--- src/rtl/muldiv_sequencer.sv ---
// Multi-cycle MULT/MULTU/DIV/DIVU unit owning the architectural HI/LO registers.
// One radix-2 iteration per cycle; the pipeline is stalled while an operation runs.
module muldiv_sequencer #(
   parameter int WIDTH = 32
) (
   input  logic             clk,
   input  logic             rst,
   input  logic             start_i,
   input  logic [1:0]       op_i,
   input  logic [WIDTH-1:0] src_a_i,
   input  logic [WIDTH-1:0] src_b_i,
   input  logic             flush_i,
   input  logic             hi_we_i,
   input  logic             lo_we_i,
   input  logic [WIDTH-1:0] wdata_i,
   output logic             stall_o,
   output logic             busy_o,
   output logic             done_o,
   output logic [WIDTH-1:0] hi_o,
   output logic [WIDTH-1:0] lo_o
);

   localparam int CW = (WIDTH > 1) ? $clog2(WIDTH) : 1;
   localparam logic [CW-1:0] LAST_ITER = CW'(WIDTH - 1);

   typedef enum logic [1:0] {
      IDLE,
      RUN,
      FIN
   } state_t;

   state_t             r_state;
   state_t             w_nextState;
   logic [CW-1:0]      r_count;
   logic               r_isDiv;
   logic               r_divByZero;
   logic               r_prodNeg;
   logic               r_quotNeg;
   logic               r_remNeg;
   logic [WIDTH-1:0]   r_operand;
   logic [2*WIDTH-1:0] r_acc;
   logic [WIDTH-1:0]   r_hi;
   logic [WIDTH-1:0]   r_lo;

   logic               w_isDiv;
   logic               w_isSigned;
   logic               w_negA;
   logic               w_negB;
   logic [WIDTH-1:0]   w_absA;
   logic [WIDTH-1:0]   w_absB;
   logic               w_divByZero;
   logic               w_accept;

   logic [WIDTH:0]     w_mulSum;
   logic [2*WIDTH-1:0] w_mulStep;
   logic [WIDTH:0]     w_divShift;
   logic [WIDTH:0]     w_divDiff;
   logic               w_divFits;
   logic [2*WIDTH-1:0] w_divStep;

   logic [2*WIDTH-1:0] w_product;
   logic [WIDTH-1:0]   w_quot;
   logic [WIDTH-1:0]   w_rem;
   logic [WIDTH-1:0]   w_resHi;
   logic [WIDTH-1:0]   w_resLo;

   // Request decode: op_i[1] selects divide, op_i[0] selects the unsigned variant.
   assign w_isDiv     = op_i[1];
   assign w_isSigned  = ~op_i[0];
   assign w_negA      = w_isSigned & src_a_i[WIDTH-1];
   assign w_negB      = w_isSigned & src_b_i[WIDTH-1];
   assign w_absA      = w_negA ? -src_a_i : src_a_i;
   assign w_absB      = w_negB ? -src_b_i : src_b_i;
   assign w_divByZero = w_isDiv & (src_b_i == '0);
   assign w_accept    = (r_state == IDLE) & start_i & ~flush_i;

   // Shift-add multiply: upper half accumulates, multiplier bits shift out of the bottom.
   assign w_mulSum  = {1'b0, r_acc[2*WIDTH-1:WIDTH]} + (r_acc[0] ? {1'b0, r_operand} : '0);
   assign w_mulStep = {w_mulSum, r_acc[WIDTH-1:1]};

   // Restoring divide: upper half is the remainder, lower half shifts dividend out and quotient in.
   assign w_divShift = {r_acc[2*WIDTH-1:WIDTH], r_acc[WIDTH-1]};
   assign w_divDiff  = w_divShift - {1'b0, r_operand};
   assign w_divFits  = ~w_divDiff[WIDTH];
   assign w_divStep  = {(w_divFits ? w_divDiff[WIDTH-1:0] : w_divShift[WIDTH-1:0]),
                        r_acc[WIDTH-2:0], w_divFits};

   assign w_product = r_prodNeg ? -r_acc : r_acc;
   assign w_quot    = r_acc[WIDTH-1:0];
   assign w_rem     = r_acc[2*WIDTH-1:WIDTH];
   assign w_resHi   = r_isDiv ? (r_remNeg ? -w_rem : w_rem) : w_product[2*WIDTH-1:WIDTH];
   assign w_resLo   = r_isDiv ? (r_quotNeg ? -w_quot : w_quot) : w_product[WIDTH-1:0];

   always_comb begin
      w_nextState = r_state;
      stall_o     = 1'b0;
      busy_o      = 1'b1;
      done_o      = 1'b0;
      unique case (r_state)
         IDLE: begin
            busy_o = 1'b0;
            if (w_accept) begin
               stall_o     = 1'b1;
               w_nextState = w_divByZero ? FIN : RUN;
            end
         end
         RUN: begin
            stall_o = 1'b1;
            if (flush_i) begin
               w_nextState = IDLE;
            end else if (r_count == LAST_ITER) begin
               w_nextState = FIN;
            end
         end
         FIN: begin
            done_o      = ~flush_i;
            w_nextState = IDLE;
         end
         default: begin
            w_nextState = IDLE;
         end
      endcase
   end

   always_ff @(posedge clk) begin
      if (rst) begin
         r_state     <= IDLE;
         r_count     <= '0;
         r_isDiv     <= 1'b0;
         r_divByZero <= 1'b0;
         r_prodNeg   <= 1'b0;
         r_quotNeg   <= 1'b0;
         r_remNeg    <= 1'b0;
         r_operand   <= '0;
         r_acc       <= '0;
         r_hi        <= '0;
         r_lo        <= '0;
      end else begin
         r_state <= w_nextState;
         unique case (r_state)
            IDLE: begin
               if (hi_we_i) begin
                  r_hi <= wdata_i;
               end
               if (lo_we_i) begin
                  r_lo <= wdata_i;
               end
               // Multiply keeps the multiplier in the low half; divide keeps the dividend there.
               if (w_accept) begin
                  r_isDiv     <= w_isDiv;
                  r_divByZero <= w_divByZero;
                  r_prodNeg   <= w_negA ^ w_negB;
                  r_quotNeg   <= w_negA ^ w_negB;
                  r_remNeg    <= w_negA;
                  r_count     <= '0;
                  r_operand   <= w_isDiv ? w_absB : w_absA;
                  r_acc       <= {{WIDTH{1'b0}}, (w_isDiv ? w_absA : w_absB)};
               end
            end
            RUN: begin
               if (!flush_i) begin
                  r_acc   <= r_isDiv ? w_divStep : w_mulStep;
                  r_count <= r_count + 1'b1;
               end
            end
            FIN: begin
               if (!flush_i && !r_divByZero) begin
                  r_hi <= w_resHi;
                  r_lo <= w_resLo;
               end
            end
            default: begin
            end
         endcase
      end
   end

   assign hi_o = r_hi;
   assign lo_o = r_lo;

endmodule

--- config.mk ---
export PLATFORM = sky130hd
export DESIGN_NAME = muldiv_sequencer
export DESIGN_NICKNAME = d
export VERILOG_FILES = /design/src/rtl/muldiv_sequencer.sv
export SDC_FILE = /design/constraint.sdc
export NUM_CORES = 1
export LEC_CHECK = 0
export ABC_AREA = 1
export CAP_MARGIN = 20
export CORE_MARGIN = 3
export CORE_UTILIZATION = 55
export DETAILED_ROUTE_END_ITERATION = 12
export GPL_TIMING_DRIVEN = 0
export HOLD_SLACK_MARGIN = 0.12
export PLACE_DENSITY = 0.87
export SYNTH_ARGS = -nofsm -noshare
export SYNTH_HDL_FRONTEND = slang
export SYNTH_SLANG_ARGS = --single-unit
--- constraint.sdc ---
create_clock -name clk -period 4 [get_ports clk]
set_input_delay 0.6 -clock clk [delete_from_list [all_inputs] [get_ports clk]]
set_output_delay 0.6 -clock clk [all_outputs]
set_load 0.01 [all_outputs]
# Word-level counts from Yosys, hierarchy flattened

Cells that the tools add are included.

Register bits: 171
Input port bits: 104
Word-level logic and storage cells: 81

Add/subtract/negate cells: 8
Equal/unequal tests: 9
Mux-type cells: 33
Bitwise gates (word level): 9
Reductions and logical operators: 12

Operator list:

| cell                  | number |
|---|---|
| $mux W32              | 14 |
| $mux W64              | 4 |
| $neg A32 Y32          | 4 |
| $pmux W32 S2          | 2 |
| $pmux W64 S2          | 1 |
| $neg A64 Y64          | 1 |
| $add A32 B32 Y33      | 1 |
| $sub A33 B32 Y33      | 1 |
| $logic_not A32 Y1     | 1 |
| $mux W5               | 2 |
| $ne A2 B2 Y1 const B  | 5 |
| $pmux W5 S2           | 1 |
| $reduce_and A3 Y1     | 3 |
| $mux W2               | 4 |
| $add A5 B1 Y5 const B | 1 |
| $and A1 B1 Y1         | 5 |
| $eq A5 B5 Y1 const B  | 1 |
| $pmux W2 S2           | 1 |
| $reduce_and A2 Y1     | 2 |
| $reduce_bool A2 Y1    | 2 |
| $mux W1               | 3 |
| $ne A3 B3 Y1 const B  | 1 |
| $not A1 Y1            | 3 |
| $eq A2 B1 Y1 const B  | 1 |
| other kinds (6)       | 7 |

# Longest topological paths before layout

Word-level depth: 6
Gate-level depth with buffers: 22
Gate-level depth less buffers: 20

# Worst setup path before layout

OpenSTA, ideal clock, no wires.

Kind: reg-to-reg
From: register r_acc[0]
To: register r_acc[61]
Setup time: 0.136 ns
Arrival: 2.393 ns
Data required time: 3.864 ns
Path slack: 1.471 ns
Cell stages (with the launch flop): 22
Path buffers: 2
Path through: dfxtp_1 > buf_6 > clkbuf_1 > nand2_1 > inv_1 > ha_1 > inv_1 > fa_1 > inv_1 > nand3_1 > nand3_1 > nand2_1 > nand2_1 > nand2_1 > nand2_1 > nand2_1 > nand3_1 > nand3_1 > nand2_1 > inv_1 > nand2_1 > a21oi_2

Cells in the longest elaborated chain, start to end: 5

Ends and longest elaborated chain:

| item                     | RTL line | text |
|---|---|---|
| start: declaration       | 41       | `logic [2*WIDTH-1:0] r_acc;` |
| start signal: assignment | 157      | `r_acc <= {{WIDTH{1'b0}}, (w_isDiv ? w_absA : w_absB)};` |
| start signal: assignment | 162      | `r_acc <= r_isDiv ? w_divStep : w_mulStep;` |
| $mux W32                 | 78       | `assign w_mulSum = {1'b0, r_acc[2*WIDTH-1:WIDTH]} + (r_acc[0] ? {1'b0, r_operand} : '0);` |
| $add A32 B32 Y33         | 78       |  |
| $mux W64                 | 162      |  |
| $mux W64                 | 161      | `if (!flush_i) begin` |
| $pmux W64 S2             | 140      | `unique case (r_state)` |

Every way passes these cells. The select of a mux whose other input is x is not followed.
A chain may end at the register's enable or synchronous reset.

# Final worst setup path

Same ends and word-level chain as after synthesis.

==> impl_metrics.json <==
{
  "status": "completed",
  "worst_ep_arrival_time_ns": 4.10,
  "final_nets": 3676,
  "antenna_found_initial": 1,
  "drv_cap": 0,
  "cp_data_required_time_ns": 4.30,
  "overflow": 0,
  "cp-start-kind": "register",
  "clk_path_buf_depth": 2,
  "vias": 23300,
  "gp_congestion": 1.17,
  "crit_path_frequent_cell": "nand2_1",
  "rsz0062_at_grt": "false",
  "end_kind": "register",
  "hold_violations": 0,
  "dieArea_um2": 35500,
  "grt_max_degree": 18,
  "synthDistinctLibCells": 57,
  "viasPerCell": 5.88,
  "max_stage_delay_ns": 0.52,
  "drive_gt1_share_pct": 4.55,
  "fmax_mhz": 263,
  "syn2layout_area_growth_pct": 15.5,
  "cts_root_buf": "clkbuf_16",
  "cts_buffers": 17,
  "async_flop_share_pct": 0,
  "ys.flop_type": "dfxtp_1",
  "grt_pass1_vias": 21100,
  "finClkSkew_ns": 0.0219,
  "worstHoldPathType": "reg -> reg",
  "worstSkewPairLatency_ns": 0.47,
  "ys_seq_elements": 171,
  "cts.sinks": 171,
  "ys_top_cells_by_area": "nand2_1 (20%), dfxtp_1 (19%), inv_1 (10%)",
  "setup_viol": 0,
  "fill_cells": 3335,
  "fin_cells": 3955,
  "rows": 66,
  "ys_warn_count": 0,
  "htreeDepth": 4,
  "min_period_ns": 3.80,
  "routedWlPerCell_um": 20.6,
  "startpoint": "r_acc[0]",
  "dp_cells": 3923,
  "final_cell_mix": "nand2_1 (965), inv_1 (511), nand3_1 (311)",
  "detail-route-antenna-nets": 0,
  "slew_viol_final": 0,
  "final_common_cell": "nand2_1",
  "synth_cells": 3311,
  "wl_mm": 81.4,
  "min_from": "r_count[3]",
  "core_area_um2": 32700,
  "reg2reg_from": "r_acc[0]",
  "yosysTopAreaCell": "nand2_1",
  "finalCritPeriodShare_pct": 95.0,
  "num_io_pins": 171,
  "cts_tree": "yes",
  "die_w_um": 189,
  "hpwl_mm": 67.2,
  "drt_iter0_markers": 3064,
  "synth_fp_nets": 3487,
  "worst_slew_pin_slew_ns": 1.09,
  "synth_seq_area_share_pct": 18.7,
  "numPortBuffers": 170,
  "clk_pin_slew_ns": 0.08,
  "synth_area_um2": 18300,
  "drcViolationCount": 0,
  "netlist.area_leader.share_pct": 19.8,
  "p_leak_nw": 10.5,
  "start_util_pct": 56.0,
  "crit_slowest_cell": "clkbuf_1",
  "drtPass1Iterations": 8,
  "tns_ns": 0,
  "grt_use_total_pct": 44.5,
  "cp_max_fo": 10,
  "postSynthAreaPerCell_um2": 5.53,
  "synth_edf_count": 0,
  "die_h_um": 189,
  "vdd_ir_drop_max_uv": 332,
  "p_per_area_nw_per_um2": 314,
  "grt_pass1_wl_mm": 122,
  "slew_headroom_pct": 27.0,
  "cp_cell_sequence": "buf_6 > clkbuf_1 > nand2_1 > inv_1 > ha_1 > inv_1 > fa_1 > inv_1 > nand3_1 > nand3_1 > nand2_1 > nand2_1 > nand2_1 > nand2_1 > nand2_1 > nand3_1 > nand3_1 > nand2_1 > inv_1 > nand2_1 > a21oi_2",
  "insertedDiodeCount": 0,
  "worstSetupPathType": "reg -> reg",
  "area.sequential_um2": 3420,
  "multi_input_area_um2": 12400,
  "post-cts-setup-buffers": 0
}
==> path summary, 6_finish.rpt <==
path | slack (ns) | endpoint | cells after the start
worst max-delay path | 0.20 | r_acc[61] | 21
worst min-delay path | 0.48 | r_count[3] | 2
worst min register to register | 0.48 | r_count[3] | 2
worst max register to register | 0.20 | r_acc[61] | 21
==> synthesized netlist by cell type, types with 5 or more instances <==
master / number
or2_2: 5
o21bai_1: 9
nor2_1: 296
o22ai_1: 8
buf_2: 16
xnor2_1: 15
nand2_1: 965
buf_6: 5
nor2_4: 6
nand2_4: 7
buf_1: 6
ha_1: 70
o21ai_2: 5
xor2_1: 56
inv_2: 7
inv_1: 511
nor2_2: 15
and2_1: 8
nand3b_1: 11
o211ai_1: 26
nand4_1: 54
nor4_1: 6
dfxtp_1: 171
nor3_1: 33
nand3_1: 311
a21oi_2: 28
o21ai_0: 241
clkbuf_1: 87
nand2_2: 15
a21oi_1: 238
a31oi_1: 28
==> cells by family (layout without fill, tap and decap cells) <==
| logic type | after synthesis | in the layout | share of synthesized area (%) |
|---|---|---|---|
| flops | 171 | 171 | 18.7 |
| simple gates | 1745 | 1745 | 40.7 |
| xor+xnor | 71 | 71 | 3.39 |
| fa+ha+maj | 72 | 72 | 5.00 |
| buf+inv | 641 | 843 | 13.6 |
| compound gates | 611 | 611 | 18.6 |
==> power by group <==
part           total [mW]  internal (mW)  leakage, nW  switching (mW)
clock network        1.74          0.905        0.285           0.840
logic                2.87          0.941         8.77            1.93
registers            2.02           1.85         1.40           0.167
==> routing by layer <==
metal | routed length [um] | global-route usage [%] | up-vias
met5 | 9 | 0 | -
met3 | 11300 | 11.7 | 313
li1 | - | - | 11000
met4 | 5480 | 25.2 | 2
met1 | 31800 | 59.3 | 10300
met2 | 32900 | 65.1 | 1620
==> registers in the layout, summed over array words and instances, names as in the netlist <==
signal and count:
r_quotNeg 1, r_isDiv 1, hi_o 32, r_divByZero 1, r_state 2, r_acc 64
r_operand 32, lo_o 32, r_remNeg 1, r_count 5
==> worst max-delay path, delay by kind of cell (launching register included) <==
family                   cells  cell delay, ns
AND/OR/NAND/NOR             12            1.44
buffers and inverters        6            1.08
adder cells (fa/ha/maj)      2            0.75
flip-flops                   1            0.33
AO/OA/AOI/OAI                1            0.05
==> final cells by class <==
class                   instances  area share, %
flip-flops and latches        171           16.2
clock buffers                  19           2.09
multi-input cells            2499           58.7
inverters                     522           9.26
well taps                     442           2.61
repair buffers                170           8.04
clock inverters                13          0.686
plain buffers                 119           2.47
==> timing repair <==
item,4_1_cts,5_1_grt
hold buffers,0,0
endpoints found under the setup margin,0,1
hold endpoints to repair,0,0
gates resized for setup,0,1
==> per-stage QoR <==
step                worst slack (ns)  power [mW]  util (%)  hold slack (ns)  area, um2
floorplan                       1.47        3.77         -            0.440      18300
global placement               0.428        4.78      62.9            0.457      20600
detailed placement             0.378        4.80      62.9            0.465      20600
CTS                            0.178        6.50      64.7            0.475      21200
global route                  0.0241        6.93      64.7            0.507      21200
finish                         0.199        6.64      64.7            0.481      21200
Power figures use the tool's default switching activity.
